File: src/rtl/queue_rr_arbiter_pkg.sv
// Shared types and constants for the queue round-robin arbiter and its helpers.
package queue_rr_arbiter_pkg;

  localparam int unsigned ValidWidth = 1;
  localparam int unsigned AckWidth   = 1;

  // Output slot occupancy; the encoding doubles as request_valid_out.
  typedef enum logic {
    SlotEmpty = 1'b0,
    SlotFull  = 1'b1
  } slot_state_e;

  function automatic int unsigned id_width(input int unsigned num);
    return (num > 1) ? $clog2(num) : 1;
  endfunction

endpackage

File: src/rtl/rr_priority_select.sv
// Round-robin priority select: first set bit of req_mask at or after base_ptr, wrapping.
module rr_priority_select #(
  parameter int unsigned NUM_REQUESTERS    = 4,
  parameter int unsigned IDX_WIDTH_IN_BITS = $clog2(NUM_REQUESTERS)
) (
  input  logic [NUM_REQUESTERS-1:0]    req_mask,
  input  logic [IDX_WIDTH_IN_BITS-1:0] base_ptr,
  output logic [NUM_REQUESTERS-1:0]    grant_onehot,
  output logic [IDX_WIDTH_IN_BITS-1:0] grant_idx,
  output logic                         found,
  output logic                         single
);

  logic [NUM_REQUESTERS-1:0]    rotated;
  logic [IDX_WIDTH_IN_BITS-1:0] offset;

  always_comb begin
    // Doubling the mask turns the circular scan into a plain shift.
    rotated = NUM_REQUESTERS'({req_mask, req_mask} >> base_ptr);
    offset  = '0;
    for (int i = int'(NUM_REQUESTERS) - 1; i >= 0; i--) begin
      if (rotated[i]) offset = IDX_WIDTH_IN_BITS'(i);
    end
    // Power-of-two requester count makes the index add wrap for free.
    grant_idx    = base_ptr + offset;
    found        = |req_mask;
    single       = found && ((req_mask & (req_mask - NUM_REQUESTERS'(1))) == '0);
    grant_onehot = found ? (NUM_REQUESTERS'(1) << grant_idx) : '0;
  end

endmodule

File: src/rtl/queue_rr_arbiter.sv
// Shares one downstream consumer among several upstream queues with round-robin
// arbitration, a bounded burst lock and a single registered output slot.
module queue_rr_arbiter
  import queue_rr_arbiter_pkg::*;
#(
  parameter int unsigned NUM_REQUESTERS             = 4,
  parameter int unsigned SINGLE_ENTRY_WIDTH_IN_BITS = 64,
  parameter int unsigned REQUESTER_ID_WIDTH_IN_BITS = id_width(NUM_REQUESTERS),
  parameter int unsigned MAX_BURST_LEN              = 4,
  parameter int unsigned BURST_CNT_WIDTH_IN_BITS    = $clog2(MAX_BURST_LEN + 1)
) (
  input  logic                                                 clk_in,
  input  logic                                                 reset_in,
  input  logic [NUM_REQUESTERS*SINGLE_ENTRY_WIDTH_IN_BITS-1:0] request_packed_in,
  input  logic [NUM_REQUESTERS-1:0]                            request_valid_packed_in,
  output logic [NUM_REQUESTERS-1:0]                            issue_ack_packed_out,
  output logic [SINGLE_ENTRY_WIDTH_IN_BITS-1:0]                request_out,
  output logic [REQUESTER_ID_WIDTH_IN_BITS-1:0]                request_id_out,
  output logic                                                 request_valid_out,
  input  logic                                                 issue_ack_in
);

  localparam int unsigned W    = SINGLE_ENTRY_WIDTH_IN_BITS;
  localparam int unsigned IdW  = REQUESTER_ID_WIDTH_IN_BITS;
  localparam int unsigned CntW = BURST_CNT_WIDTH_IN_BITS;
  localparam logic [CntW-1:0] BurstMax = CntW'(MAX_BURST_LEN);

  slot_state_e         slot_q, slot_d;
  logic [W-1:0]        data_q, data_d;
  logic [IdW-1:0]      id_q, id_d;
  logic [IdW-1:0]      last_ptr_q, last_ptr_d;
  logic [CntW-1:0]     burst_cnt_q, burst_cnt_d;

  logic                      slot_free;
  logic                      lock;
  logic                      grant;
  logic [IdW-1:0]            scan_base;
  logic [IdW-1:0]            winner;
  logic [NUM_REQUESTERS-1:0] sel_onehot;
  logic [IdW-1:0]            sel_idx;
  logic                      sel_found;
  logic                      sel_single;

  assign scan_base = last_ptr_q + IdW'(1);

  rr_priority_select #(
    .NUM_REQUESTERS    (NUM_REQUESTERS),
    .IDX_WIDTH_IN_BITS (IdW)
  ) u_select (
    .req_mask     (request_valid_packed_in),
    .base_ptr     (scan_base),
    .grant_onehot (sel_onehot),
    .grant_idx    (sel_idx),
    .found        (sel_found),
    .single       (sel_single)
  );

  always_comb begin
    slot_free = (slot_q == SlotEmpty) | issue_ack_in;
    // A zero count means no burst is in progress, so after reset requester 0 wins first.
    lock = (burst_cnt_q != '0) && (burst_cnt_q < BurstMax) &&
           request_valid_packed_in[last_ptr_q] && !sel_single;
    grant  = slot_free && sel_found && !reset_in;
    winner = lock ? last_ptr_q : sel_idx;

    issue_ack_packed_out = '0;
    if (grant) begin
      issue_ack_packed_out = lock ? (NUM_REQUESTERS'(1) << last_ptr_q) : sel_onehot;
    end

    slot_d      = slot_q;
    data_d      = data_q;
    id_d        = id_q;
    last_ptr_d  = last_ptr_q;
    burst_cnt_d = burst_cnt_q;

    unique case (slot_q)
      SlotEmpty: begin
        if (grant) slot_d = SlotFull;
      end
      SlotFull: begin
        if (!grant && issue_ack_in) slot_d = SlotEmpty;
      end
      default: slot_d = SlotEmpty;
    endcase

    if (grant) begin
      data_d = request_packed_in[winner*W +: W];
      id_d   = winner;
      if (winner == last_ptr_q) begin
        burst_cnt_d = (burst_cnt_q == BurstMax) ? burst_cnt_q : burst_cnt_q + CntW'(1);
      end else begin
        burst_cnt_d = CntW'(1);
        last_ptr_d  = winner;
      end
    end
  end

  always_ff @(posedge clk_in) begin
    if (reset_in) begin
      slot_q      <= SlotEmpty;
      data_q      <= '0;
      id_q        <= '0;
      last_ptr_q  <= IdW'(NUM_REQUESTERS - 1);
      burst_cnt_q <= '0;
    end else begin
      slot_q      <= slot_d;
      data_q      <= data_d;
      id_q        <= id_d;
      last_ptr_q  <= last_ptr_d;
      burst_cnt_q <= burst_cnt_d;
    end
  end

  assign request_out       = data_q;
  assign request_id_out    = id_q;
  assign request_valid_out = (slot_q == SlotFull);

endmodule

File: config.mk
export PLATFORM = sky130hd
export DESIGN_NAME = queue_rr_arbiter
export DESIGN_NICKNAME = d
export VERILOG_FILES = /design/src/rtl/queue_rr_arbiter_pkg.sv /design/src/rtl/rr_priority_select.sv /design/src/rtl/queue_rr_arbiter.sv
export SDC_FILE = /design/constraint.sdc
export NUM_CORES = 1
export LEC_CHECK = 0
export ABC_AREA = 1
export ABC_CLOCK_PERIOD_IN_PS = 8010
export CORE_AREA = 3 3 128 130
export CTS_BUF_LIST = sky130_fd_sc_hd__clkbuf_4
export DETAILED_ROUTE_END_ITERATION = 16
export DIE_AREA = 0 0 131 133
export PLACE_DENSITY = 0.74
export RECOVER_POWER = 25
export SYNTH_ARGS = -nofsm -noshare
export SYNTH_HDL_FRONTEND = slang
export SYNTH_SLANG_ARGS = --single-unit
File: constraint.sdc
create_clock -name clk_in -period 8.01 [get_ports clk_in]
set_clock_uncertainty 0.2 [all_clocks]
set_input_delay 0.801 -clock clk_in [delete_from_list [all_inputs] [get_ports clk_in]]
set_output_delay 0.801 -clock clk_in [all_outputs]
set_load 0.01 [all_outputs]
==> results.py, run 1 <==
metrics = {
    "outcome": {
        "status": "complete, but fails checks",
        "violations": "capacitance limit, slew limit",
    },
    "cts": {
        "cts_buffers": 9,
        "ctsLongestPathBuffers": 2,
        "clkLatencyLatePin_ps": 430,
        "htree_levels": 3,
        "ctsResizeCount": 0,
        "hold_buffers": 0,
        "clk_pin_slew_ps": 120,
        "cts_tree": "done",
        "cts-root-buf": "clkbuf_4",
        "cts_setup_buffers": 0,
        "cts_sinks": 72,
    },
    "min_path": {
        "hold_path.class": "flip-flop to flip-flop",
        "holdPathStages": 2,
        "holdPathEnd": "request_id_out[0]$_SDFFE_PP0P_",
        "worstHoldStart": "request_id_out[0]$_SDFFE_PP0P_",
    },
    "critical_path": {
        "crit_chain": "clkdlybuf4s50_1, inv_1, nand2_1, nor2_4, buf_4, inv_2, buf_4, a21oi_1, o21ai_0, nor2_1, clkdlybuf4s50_1",
        "reg2reg_from": "last_ptr_q[0]$_SDFFE_PP1P_",
        "crit_path_start_kind": "input port",
        "worstPathArrival_ps": 5030,
        "crit_buf_inv": 6,
        "crit_required_ps": 7010,
        "crit_type": "input port to output pin",
        "slowest_stage": "inv_1",
        "r2r_end": "request_out[53]$_SDFFE_PP0P_",
        "cp_max_fo": 73,
        "ff2ff_path_depth": 17,
        "critical_path.top_delay_family": "buffers and inverters",
        "critPathCaptureType": "output pin",
        "r2r_setup_slack_ps": 3620,
        "critPathMaxStageDelay_ps": 1300,
    },
    "detailed_routing": {
        "drtIter0Drc": 325,
        "maxUsedRoutingLayer": "met4",
        "wire_per_inst_um": 14.4,
        "wl_met3_um": 1890,
        "route.met2.wl_um": 9890,
        "met1_length_um": 7920,
        "drt-total-wl_um": 20100,
        "dr.pass1.iters": 5,
        "drcViolationCount": 0,
        "final_antenna_net_count": 0,
        "vias": 6540,
        "viasPerCell": 4.67,
    },
    "power": {
        "pwr_density_cell_nw_per_um2": 505,
        "p_leak_nw": 3.95,
        "vdd_ir_drop_max_v": 0.000360,
    },
    "logic_synthesis": {
        "yosys_warnings": 0,
        "yosysUniqueCellTypes": 26,
        "synth_fp_nets": 1166,
        "synth-seq-area-share": 0.283,
        "synth_top_area_frac": 0.362,
        "yosysTopAreaCell": "nand2_1",
        "synth.cell_area_um2": 5100,
        "synth_area_leaders": "nand2_1 (36%), dfxtp_1 (28%), a21oi_1 (13%)",
        "synth.avg_cell_area_um2": 5.69,
        "yosys_register_bits": 72,
        "syn_inst": 896,
    },
    "sta": {
        "fmax_ghz": 0.166,
        "finalSetupViolCount": 0,
        "finalCritPeriodShare": 0.753,
        "rsz0062_at_grt": "no",
        "max-slew-margin-rel": -0.176,
        "holdWs_ps": 278,
        "final-max-slew-violation-count": 68,
        "hold_violations": 0,
        "post-route-min-period_ps": 6030,
        "setup_slack_ps": 1980,
        "fin_tns_setup_ps": 0,
        "tightest_slew_ps": 1760,
    },
    "floorplan": {
        "start_util": 0.334,
        "io_pins": 334,
        "coreArea_um2": 15300,
        "row_count": 45,
        "chipWidth_um": 131,
        "die_area_um2": 17400,
        "fp.dieH_um": 133,
    },
    "cells_and_area": {
        "most-common-layout-cells": "nand2_1 (492), clkdlybuf4s50_1 (299), a21oi_1 (134)",
        "nNetsFinal": 1453,
        "mostFrequentLayoutCell": "nand2_1",
        "syn_to_final_growth_pct": 66.0,
        "final_layout_size_suffix_gt1_frac": 0.0270,
    },
    "global_route": {
        "grt_pass1_wl_um": 29800,
        "grt_pass1_vias": 6031,
        "grt_usage": 0.213,
        "grt-ovfl-total": 0,
        "grt_start_max_net_pins": 77,
        "antenna_found_initial": 1,
    },
    "flow_run": {
        "maxCapViolCount": 1,
    },
    "placement": {
        "io_buffers": 333,
        "hpwlAfterDp_um": 14600,
        "gp_congestion": 0.816,
        "place_ws_ps": 2560,
    },
}
==> worst register-to-register path, stage by stage, from the launching register on <==
cell	delay, ps
dfxtp_1	590
inv_2	170
ha_1	430
inv_1	150
nand3_1	90
nand2_1	90
nand3_1	70
a21boi_0	160
ha_1	270
inv_1	100
nand2_1	110
o21ai_4	110
buf_4	480
buf_4	740
nand2_1	250
nand2_1	120
a21oi_1	70
a21oi_1	160
==> report_power, final <==
group / total [mW] / switching (mW) / internal [mW]
combinational: 3.51 / 2.38 / 1.13
clock: 0.200 / 0.130 / 0.0699
sequential: 0.568 / 0.0762 / 0.492
total: 4.27 / 2.58 / 1.69
==> flip-flops by register name (all words and copies together), names as in the netlist <==
| signal | cells |
|---|---|
| request_valid_out | 1 |
| last_ptr_q | 2 |
| request_out | 64 |
| request_id_out | 2 |
| burst_cnt_q | 3 |
==> how the worst max path moves through the flow <==
stage,start,to,depth (start not counted)
global placement,reset_in,issue_ack_packed_out[1],11
global route,reset_in,issue_ack_packed_out[1],11
detailed placement,reset_in,issue_ack_packed_out[1],11
floorplan,last_ptr_q[0]$_SDFFE_PP1P_,issue_ack_packed_out[2],15
CTS,reset_in,issue_ack_packed_out[1],11
finish,reset_in,issue_ack_packed_out[1],11
==> synthesized netlist by cell type <==
master,count
buf_2,14
nor2_2,1
o211ai_1,2
inv_2,4
nand2_2,3
nor2_1,10
clkinv_1,2
a21oi_1,134
o2111ai_1,1
buf_1,2
a31oi_1,1
nand3_2,1
nand2_1,492
o21ai_0,69
nand3_1,14
a21boi_0,1
o21ai_2,2
ha_1,7
buf_6,13
nand4_1,2
dfxtp_1,72
clkbuf_1,20
xnor2_1,1
xor2_1,1
buf_4,15
inv_1,12
==> cell type report <==
class | count | area (um^2)
sequential | 72 | 1440
multi-input combinational | 742 | 3200
tap | 211 | 264
fill | 1525 | 6790
inverter | 18 | 70.1
antenna | 3 | 7.51
clock inverter | 2 | 8.76
timing repair buffer | 340 | 3390
clock buffer | 12 | 90.1
==> logic make-up (layout without fill, tap and decap cells) <==
| logic type | count (synthesis) | count (layout) | share of synthesized area |
|---|---|---|---|
| and+or+nand+nor | 523 | 523 | 0.393 |
| AOI/OAI and AO/OA | 210 | 210 | 0.210 |
| buffers and inverters | 82 | 372 | 0.0940 |
| DFF | 72 | 72 | 0.283 |
| adders and majority gates | 7 | 7 | 0.0172 |
| xor gates and xnor gates | 2 | 2 | 0.00344 |
| other | 0 | 3 | 0 |
==> layer usage <==
| layer | track usage | vias to the layer above |
|---|---|---|
| met4 | 0.0731 | 0 |
| met1 | 0.231 | 2804 |
| met3 | 0.0597 | 29 |
| met5 | 0 | - |
| met2 | 0.389 | 266 |
| li1 | - | 3441 |
==> through the flow <==
step	area [um^2]	total power, mW	utilization	cells
after floorplan	5100	3.40	-	896
after global placement	8360	4.12	0.548	1383
after detailed placement	8360	4.13	0.548	1383
after CTS	8460	4.35	0.554	1397
after global routing	8470	4.75	0.555	1400
final	8470	4.27	0.555	1400
Power figures use the tool's default switching activity.
==> inputs of run 2 (changes only) <==
--- a/config.mk
+++ b/config.mk
@@ -6,12 +6,12 @@
 export NUM_CORES = 1
 export LEC_CHECK = 0
 export ABC_AREA = 1
-export ABC_CLOCK_PERIOD_IN_PS = 8010
-export CORE_AREA = 3 3 128 130
+export ABC_CLOCK_PERIOD_IN_PS = 5700
+export CORE_AREA = 3 3 127 129
 export CTS_BUF_LIST = sky130_fd_sc_hd__clkbuf_4
 export DETAILED_ROUTE_END_ITERATION = 16
-export DIE_AREA = 0 0 131 133
-export PLACE_DENSITY = 0.74
+export DIE_AREA = 0 0 130 132
+export PLACE_DENSITY = 0.75
 export RECOVER_POWER = 25
 export SYNTH_ARGS = -nofsm -noshare
 export SYNTH_HDL_FRONTEND = slang
==> constraint.sdc (replaced) <==
create_clock -name clk_in -period 5.7 [get_ports clk_in]
set_clock_uncertainty 0.2 [all_clocks]
set_input_delay 0.57 -clock clk_in [delete_from_list [all_inputs] [get_ports clk_in]]
set_output_delay 0.57 -clock clk_in [all_outputs]
set_load 0.01 [all_outputs]
==> run 2 against run 1 <==
Compared with the run above:
- the flow still finishes with violations (capacitance limit, slew limit)
- routed wire length rose by 3.8%
- utilization rose by 0.33 points
- via count rose by 3.3%
- cell area fell by 0.15%
- total power rose by 41%
- worst setup slack got worse by 680 ps
- flip-flop and latch count did not move
- sequential power rose by 40%
- critical path depth rose by 5
- register-to-register slack got worse by 2300 ps
- global-route usage rose by 1.7 points
- highest routed layer unchanged
==> results.py, run 2 (synthesis results as in run 1) <==
metrics = {
    "outcome": {
        "status": "complete, but fails checks",
        "violations": "capacitance limit, slew limit",
    },
    "critical_path": {
        "critical_path.top_delay_family": "buffers and inverters",
        "crit_buf_inv": 5,
        "crit_required_ps": 4930,
        "crit_type": "flip-flop to output pin",
        "worstPathArrival_ps": 3640,
        "cp_common_cell": "nand3_1",
        "crit_path_start_kind": "flip-flop",
        "critPathMaxStageDelay_ps": 590,
        "critPathCaptureType": "output pin",
        "slowest_stage": "dfxtp_1",
        "cp_max_fo": 10,
        "crit_chain": "inv_2, ha_1, inv_1, nand3_1, nand2_1, nand3_1, a21boi_0, ha_1, xnor2_1, nand3_1, nand2_1, inv_2, nand2_2, o2111ai_1, inv_1, clkdlybuf4s50_1",
    },
    "detailed_routing": {
        "wire_per_inst_um": 15.2,
        "final_antenna_net_count": 0,
        "drcViolationCount": 0,
        "drtIter0Drc": 422,
        "vias": 6759,
        "viasPerCell": 4.90,
        "route.met2.wl_um": 10000,
        "wl_met3_um": 1780,
        "dr.pass1.iters": 5,
        "maxUsedRoutingLayer": "met4",
        "drt-total-wl_um": 20900,
        "met1_length_um": 8540,
    },
    "floorplan": {
        "start_util": 0.337,
        "coreArea_um2": 15100,
        "die_area_um2": 17200,
        "row_count": 45,
        "chipWidth_um": 130,
        "io_pins": 334,
        "fp.dieH_um": 132,
    },
    "sta": {
        "holdWs_ps": 293,
        "fmax_ghz": 0.227,
        "tightest_slew_ps": 2770,
        "final-max-slew-violation-count": 67,
        "finalSetupViolCount": 0,
        "setup_slack_ps": 1290,
        "hold_violations": 0,
        "post-route-min-period_ps": 4410,
        "max-slew-margin-rel": -0.847,
        "rsz0062_at_grt": "no",
        "finalCritPeriodShare": 0.773,
        "fin_tns_setup_ps": 0,
    },
    "power": {
        "internal_power_mw": 2.43,
        "vdd_ir_drop_max_v": 0.00117,
        "combPwrFrac": 0.816,
        "sw_frac_of_total": 0.597,
        "clockPowerShare": 0.052,
        "power_frac_seq": 0.132,
        "p_leak_nw": 3.95,
        "p_switching_mw": 3.60,
        "pwr_density_cell_nw_per_um2": 714,
    },
    "min_path": {
        "hold_path.class": "flip-flop to flip-flop",
    },
    "cells_and_area": {
        "mostFrequentLayoutCell": "nand2_1",
        "largest_reg_flops": 64,
        "syn_to_final_growth_pct": 65.8,
        "final_layout_size_suffix_gt1_frac": 0.0261,
        "most-common-layout-cells": "nand2_1 (492), clkdlybuf4s50_1 (299), a21oi_1 (134)",
        "fin_cells": 1378,
        "nNetsFinal": 1453,
    },
    "cts": {
        "ctsResizeCount": 0,
        "cts-root-buf": "clkbuf_4",
        "clkLatencyLatePin_ps": 420,
        "cts_sinks": 72,
        "clk_pin_slew_ps": 120,
        "ctsLongestPathBuffers": 2,
        "hold_buffers": 0,
        "htree_levels": 3,
        "cts_buffers": 9,
        "cts_setup_buffers": 0,
        "cts_tree": "done",
    },
    "global_route": {
        "grt-ovfl-total": 0,
        "grt_pass1_wl_um": 31700,
        "grt_start_max_net_pins": 115,
        "grt_pass1_vias": 6171,
        "antenna_found_initial": 3,
        "grt_usage": 0.230,
    },
    "placement": {
        "io_buffers": 333,
        "place_ws_ps": 1390,
        "gp_congestion": 0.886,
        "hpwlAfterDp_um": 14800,
        "dpl.cell_count": 1360,
    },
    "flow_run": {
        "maxCapViolCount": 1,
    },
}
## run 2: layout make-up
| class | instances | area (um^2) |
|---|---|---|
| antenna | 3 | 7.51 |
| inverter | 18 | 70.1 |
| sequential | 72 | 1440 |
| multi-input combinational | 742 | 3200 |
| clock inverter | 6 | 51.3 |
| clock buffer | 9 | 67.6 |
| fill | 1494 | 6690 |
| timing repair buffer | 340 | 3380 |
| tap | 188 | 235 |
## run 2: worst paths after layout
kind	from	end	slack [ps]	cells after the start
worst max register to register	last_ptr_q[0]$_SDFFE_PP1P_	request_out[50]$_SDFFE_PP0P_	1340	17
worst min register to register	request_id_out[0]$_SDFFE_PP0P_	request_id_out[0]$_SDFFE_PP0P_	290	2
worst min-delay path	request_id_out[0]$_SDFFE_PP0P_	request_id_out[0]$_SDFFE_PP0P_	290	2
worst max-delay path	last_ptr_q[0]$_SDFFE_PP1P_	issue_ack_packed_out[2]	1290	16
## run 2: through the flow
stage / total power [mW] / util / cell area (um^2)
2_1_floorplan: 4.78 / - / 5100
5_1_grt: 6.69 / 0.558 / 8450
3_5_place_dp: 5.79 / 0.550 / 8330
6_report: 6.03 / 0.558 / 8450
4_1_cts: 6.13 / 0.558 / 8450
3_3_place_gp: 5.77 / 0.550 / 8330
## run 2: power groups by stage
stage	clock network [mW]	registers, mW	logic, mW
finish	0.311	0.798	4.92
global route	0.346	0.823	5.52
CTS	0.328	0.803	5.00
detailed placement	0	0.811	4.98
global placement	0	0.806	4.96
floorplan	0	0.880	3.90
## run 2: layer usage
metal  GRT usage  vias to the layer above
met5           0                        -
met4      0.0779                        0
met3      0.0563                       34
met2       0.399                      284
met1       0.274                     2996
li1            -                     3445
## run 2: worst min-delay path, stage by stage (launching register included)
cell and delay (ps):
dfxtp_1 330, nand2_1 70, a21oi_1 60
